<file path="src/rtl/mem_arb_pkg.sv">
// Shared defaults and types for the two-requester data-memory port arbiter.
package mem_arb_pkg;
  localparam int ARB_AW       = 15;
  localparam int ARB_DW       = 16;
  localparam int ARB_LAT      = 2;
  localparam int ARB_MAX_WAIT = 4;

  typedef enum logic {
    REQ_CPU = 1'b0,
    REQ_AUX = 1'b1
  } req_id_e;

  typedef struct packed {
    logic               valid;
    req_id_e            id;
    logic [ARB_AW-1:0]  addr;
  } tag_t;
endpackage

</file>
<file path="src/rtl/mem_arb_tagpipe.sv">
// Tracks in-flight reads for LAT cycles: the head routes returning data, and any
// valid entry whose address matches a pending write blocks that write.
module mem_arb_tagpipe
  import mem_arb_pkg::*;
#(
  parameter int LAT = ARB_LAT
) (
  input  logic              clk,
  input  logic              rst_n,
  input  tag_t              i_push,
  input  logic [ARB_AW-1:0] i_addr0,
  input  logic [ARB_AW-1:0] i_addr1,
  output logic              o_head_vld,
  output req_id_e           o_head_id,
  output logic              o_match0,
  output logic              o_match1
);
  tag_t r_pipe [LAT];

  always_ff @(posedge clk or negedge rst_n) begin
    if (!rst_n) begin
      for (int i = 0; i < LAT; i++) r_pipe[i] <= '0;
    end else begin
      r_pipe[0] <= i_push;
      for (int i = 1; i < LAT; i++) r_pipe[i] <= r_pipe[i-1];
    end
  end

  assign o_head_vld = r_pipe[LAT-1].valid;
  assign o_head_id  = r_pipe[LAT-1].id;

  always_comb begin
    o_match0 = 1'b0;
    o_match1 = 1'b0;
    for (int i = 0; i < LAT; i++) begin
      if (r_pipe[i].valid && (r_pipe[i].addr == i_addr0)) o_match0 = 1'b1;
      if (r_pipe[i].valid && (r_pipe[i].addr == i_addr1)) o_match1 = 1'b1;
    end
  end
endmodule

</file>
<file path="src/rtl/mem_port_arbiter.sv">
// Shares one data-memory port between the pipeline (fixed priority) and an auxiliary
// reader that is forced ahead after MAX_WAIT denied cycles; reads return in issue order.
module mem_port_arbiter
  import mem_arb_pkg::*;
#(
  parameter int AW       = ARB_AW,
  parameter int DW       = ARB_DW,
  parameter int LAT      = ARB_LAT,
  parameter int MAX_WAIT = ARB_MAX_WAIT
) (
  input  logic          clk,
  input  logic          rst_n,
  input  logic          req0,
  input  logic          we0,
  input  logic [AW-1:0] addr0,
  input  logic [DW-1:0] wdata0,
  input  logic          req1,
  input  logic          we1,
  input  logic [AW-1:0] addr1,
  input  logic [DW-1:0] wdata1,
  output logic          gnt0,
  output logic          gnt1,
  output logic          rvalid0,
  output logic          rvalid1,
  output logic [DW-1:0] rdata0,
  output logic [DW-1:0] rdata1,
  output logic [AW-1:0] mem_raddr,
  input  logic [DW-1:0] mem_rdata,
  output logic          mem_wen,
  output logic [AW-1:0] mem_waddr,
  output logic [DW-1:0] mem_wdata
);
  localparam int            WW       = $clog2(MAX_WAIT + 1);
  localparam logic [WW-1:0] WAIT_MAX = WW'(MAX_WAIT);

  logic [WW-1:0] r_wait;
  logic [AW-1:0] r_raddr;

  logic          w_match0, w_match1;
  logic          w_head_vld;
  req_id_e       w_head_id;
  logic          w_ok0, w_ok1, w_force;
  logic          w_gnt0, w_gnt1, w_any, w_we, w_rd, w_wen;
  logic [AW-1:0] w_addr;
  logic [DW-1:0] w_wdata;
  tag_t          w_push;

  // A write is eligible only when no in-flight read targets the same word.
  assign w_ok0   = req0 & ~(we0 & w_match0);
  assign w_ok1   = req1 & ~(we1 & w_match1);
  assign w_force = (r_wait == WAIT_MAX) & req1;
  assign w_gnt1  = w_ok1 & (w_force | ~w_ok0);
  assign w_gnt0  = w_ok0 & ~w_gnt1;

  assign w_any   = w_gnt0 | w_gnt1;
  assign w_we    = w_gnt1 ? we1    : we0;
  assign w_addr  = w_gnt1 ? addr1  : addr0;
  assign w_wdata = w_gnt1 ? wdata1 : wdata0;
  assign w_rd    = w_any & ~w_we;
  assign w_wen   = w_any & w_we;

  always_comb begin
    w_push       = '0;
    w_push.valid = w_rd;
    w_push.id    = w_gnt1 ? REQ_AUX : REQ_CPU;
    w_push.addr  = w_addr;
  end

  always_ff @(posedge clk or negedge rst_n) begin
    if (!rst_n) begin
      r_wait <= '0;
    end else if (!req1 || w_gnt1) begin
      r_wait <= '0;
    end else if (r_wait != WAIT_MAX) begin
      r_wait <= r_wait + WW'(1);
    end
  end

  always_ff @(posedge clk or negedge rst_n) begin
    if (!rst_n) begin
      r_raddr <= '0;
    end else if (w_rd) begin
      r_raddr <= w_addr;
    end
  end

  mem_arb_tagpipe #(
    .LAT (LAT)
  ) u_tagpipe (
    .clk        (clk),
    .rst_n      (rst_n),
    .i_push     (w_push),
    .i_addr0    (addr0),
    .i_addr1    (addr1),
    .o_head_vld (w_head_vld),
    .o_head_id  (w_head_id),
    .o_match0   (w_match0),
    .o_match1   (w_match1)
  );

  // Grants and memory strobes stay quiet while reset is held, even with requests up.
  assign gnt0      = rst_n & w_gnt0;
  assign gnt1      = rst_n & w_gnt1;
  assign mem_wen   = rst_n & w_wen;
  assign mem_waddr = (rst_n & w_wen) ? w_addr  : '0;
  assign mem_wdata = (rst_n & w_wen) ? w_wdata : '0;
  assign mem_raddr = (rst_n & w_rd)  ? w_addr  : r_raddr;

  assign rvalid0 = w_head_vld & (w_head_id == REQ_CPU);
  assign rvalid1 = w_head_vld & (w_head_id == REQ_AUX);
  assign rdata0  = mem_rdata;
  assign rdata1  = mem_rdata;
endmodule

</file>
<file path="config.mk">
export PLATFORM = sky130hd
export DESIGN_NAME = mem_port_arbiter
export DESIGN_NICKNAME = d
export VERILOG_FILES = /design/src/rtl/mem_arb_pkg.sv /design/src/rtl/mem_arb_tagpipe.sv /design/src/rtl/mem_port_arbiter.sv
export SDC_FILE = /design/constraint.sdc
export NUM_CORES = 1
export LEC_CHECK = 0
export ABC_AREA = 1
export BUFFER_PORTS_ARGS = -buffer_cell sky130_fd_sc_hd__buf_2
export CAP_MARGIN = 25
export CORE_MARGIN = 2
export CORE_UTILIZATION = 30
export CTS_CLUSTER_DIAMETER = 200
export CTS_CLUSTER_SIZE = 16
export DETAILED_ROUTE_END_ITERATION = 10
export GPL_ROUTABILITY_DRIVEN = 0
export HOLD_SLACK_MARGIN = 0.02
export SLEW_MARGIN = 5
export SYNTH_ARGS = -nofsm -noshare
export SYNTH_HDL_FRONTEND = slang
export SYNTH_SLANG_ARGS = --single-unit
</file>
<file path="constraint.sdc">
create_clock -name clk -period 5.9 [get_ports clk]
set_clock_uncertainty 0.1 [all_clocks]
set_input_delay 0.885 -clock clk [delete_from_list [all_inputs] [get_ports clk]]
set_output_delay 0.885 -clock clk [all_outputs]
set_load 0.005 [all_outputs]
</file>
==> flow_summary_export.csv <==
group,metric,value,unit
status,outcome,"complete, no violations",
logic_synthesis,yosysWarningCount,0,
power_and_ir_drop,p_sw,355,uW
logic_synthesis,syn_area,3960,um2
placed_design,dpl_cell_area,4440,um2
cts,hold_buffers,0,
critical_path,slowest_stage,"a21oi_4",
route,wire_per_inst,12.6,um
placed_design,dp.final_hpwl,8990,um
logic_synthesis,synth_fp_nets,761,
cells_and_area,fin_area,4590,um2
route,first_iter_violations,180,
grt,grt_util_all_layers,16.7,%
power_and_ir_drop,clock_power_share,30.4,%
power_and_ir_drop,seq_power_share,41.9,%
route,vias_per_cell,4.32,
critical_path,rr_worst_depth,13,
logic_synthesis,synth_cell_types,19,
critical_path,critPathCaptureType,"output pin",
power_and_ir_drop,p_per_area,221,nW/um2
route,wl,11700,um
logic_synthesis,synth-seq-area-share,32.8,%
cells_and_area,multi_input_area,1930,um2
critical_path,critPathMaxStageDelay,0.50,ns
cts,cts_buffer_depth,2,
placed_design,numPortBuffers,118,
critical_path,critPathLaunchType,"primary input",
grt,antenna_found_initial,0,
worst_hold_path,holdPathStages,0,
route,ant_nets,0,
cts,post_cts_resized,0,
cts,cts_sinks,52,
power_and_ir_drop,p_int,659,uW
floorplan,fp-row-count,41,
critical_path,path_cells,"buf_2, o21ai_0, nor2_1, nand2_1, nor2_1, nand2_1, nand2_1, a21oi_4, inv_2, a21oi_4, nand2_2, nor2_1, buf_2",
cts,cts_tree,"done",
cells_and_area,final_cell_mix,"nand2_1 (321), buf_2 (118), inv_1 (91), nor2_1 (79), dfrtp_1 (52)",
critical_path,crit-reg2reg-capture,"r_raddr[0]",
cells_and_area,drive_above_1_share,19.3,%
critical_path,crit_fanout,32,
power_and_ir_drop,combPwrFrac,27.7,%
logic_synthesis,synthArstFlopShare,100,%
placed_design,dp.cells,920,
cts,htree_levels,2,
critical_path,crit_family,"compound AO/OA/AOI/OAI gates",
floorplan,start_util,31.0,%
grt,grt_overflow,0,
floorplan,pin_count,167,
logic_synthesis,synth-seq-cells,52,
logic_synthesis,synth_flop_cell,"dfrtp_1",
cts,cts_buffers,5,
floorplan,die_w,119,um
critical_path,rr_startpoint,"u_tagpipe.r_pipe[18]",
cts,insertion_delay,0.30,ns
route,drc,0,
cells_and_area,fillers,1437,
sta,setup_violations,0,
sta,hold_viol,0,
power_and_ir_drop,switching_share,35.0,%
sta,rsz0062_at_grt,"no",
sta,drv_slew,0,
cells_and_area,area_growth,15.8,%
route,vias,4013,
cells_and_area,finalNonFillerCells,928,
floorplan,die-area,14100,um2
worst_hold_path,min_to,"u_tagpipe.o_head_id",
floorplan,fp.coreArea,12800,um2
critical_path,crit_arrival,3.52,ns
grt,grt_pass1_wl,18800,um
route,firstDrtPassIters,5,
power_and_ir_drop,leakagePower,0.00296,uW
floorplan,die_h,119,um
critical_path,crit_type,"in2out",
power_and_ir_drop,peakVddDrop,0.102,mV
critical_path,path_buf_inv,3,
cts,cts.clk_slew.worst_paths,0.07,ns
cts,root_buffer,"clkbuf_16",
sta,fmax,0.222,GHz
worst_hold_path,hold_class,"reg2reg",
logic_synthesis,synth_cells,675,
cells_and_area,seqCellArea,1300,um2
sta,tightest_slew,0.678,ns
cells_and_area,final_common_cell,"nand2_1",
cells_and_area,final_nets,841,
critical_path,ff2ff_setup_slack,2.95,ns
sta,setup_tns,0,ns
cells_and_area,antenna_cells,0,
critical_path,critical_path_required,4.91,ns
grt,grt_max_degree,53,
grt,grt_pass1_vias,3808,
logic_synthesis,synth_edf_count,0,
sta,slew_headroom,54.8,%
worst_hold_path,hold_start,"u_tagpipe.r_pipe[32]",
logic_synthesis,syn_area_per_cell,5.87,um2
sta,min_period,4.50,ns
sta,finalCritPeriodShare,76.3,%
flow_run,max_cap_viol_count,0,
cts,post_cts_buffers,0,
per-stage QoR:
stage / worst slack [ns] / hold WS (ns) / power [uW] / utilization (%)
floorplan: 2.71 / 0.231 / 616 / -
global placement: 1.39 / 0.232 / 715 / 34.8
detailed placement: 1.40 / 0.237 / 715 / 34.8
CTS: 1.38 / 0.254 / 1020 / 35.9
global route: 1.11 / 0.259 / 1090 / 35.9
finish: 1.40 / 0.253 / 1010 / 35.9
synthesized netlist by cell type, types with 3 or more instances:
cell type / instances / area, um2
buf_4: 35 / 263
inv_1: 91 / 342
nor2_1: 79 / 297
buf_2: 9 / 45.0
dfrtp_1: 52 / 1300
a21oi_1: 3 / 15.0
inv_2: 10 / 37.5
o21ai_0: 7 / 35.0
nand2_1: 321 / 1200
buf_6: 4 / 45.0
o21ai_1: 5 / 25.0
nand2_2: 3 / 18.8
nand3_1: 47 / 235
kinds of logic (layout without fill, tap and decap cells):
family | after synthesis | after routing | synth area share [%]
AO/OA/AOI/OAI | 17 | 17 | 2.71
XOR/XNOR | 2 | 2 | 0.442
adder cells (fa/ha/maj) | 2 | 2 | 0.631
buffers and inverters | 149 | 230 | 18.5
flip-flops | 52 | 52 | 32.8
AND/OR/NAND/NOR | 453 | 453 | 44.9
layout make-up:
cell class	instances	area share [%]
clock buffers	5	2.72
clock inverters	3	0.599
inverters	101	8.26
multi-input cells	474	42.0
flip-flops and latches	52	28.3
well taps	172	4.69
repair buffers	121	13.4
metal layers:
metal	track usage, %	part of all wire, %
met4	5.80	1.7
met2	27.9	48
met3	2.16	5.3
met1	22.0	45
met5	0	0
state kept, by name, indices dropped and copies added, names as in the netlist:
register / flops
u_tagpipe.r_pipe: 32
r_raddr: 15
r_wait: 3
u_tagpipe.o_head_id: 1
u_tagpipe.o_head_vld: 1
power by group through the flow:
stage          sequential [uW]  combinational, uW  clock, uW
4_1_cts                    424                286        314
6_report                   425                281        309
2_1_floorplan              423                193          0
3_3_place_gp               431                285          0
5_1_grt                    430                325        331
3_5_place_dp               431                284          0
worst max-delay path by stage:
stage	start	end	slack [ns]	cells after the start
6_report	addr1[1]	mem_waddr[3]	1.40	13
5_1_grt	addr1[1]	mem_wdata[15]	1.11	13
4_1_cts	addr1[1]	mem_waddr[3]	1.38	13
3_5_place_dp	addr1[1]	mem_waddr[3]	1.40	13
3_3_place_gp	addr0[9]	mem_raddr[12]	1.39	18
2_1_floorplan	addr1[8]	mem_wdata[10]	2.71	14
(Power assumes the default switching activity.)
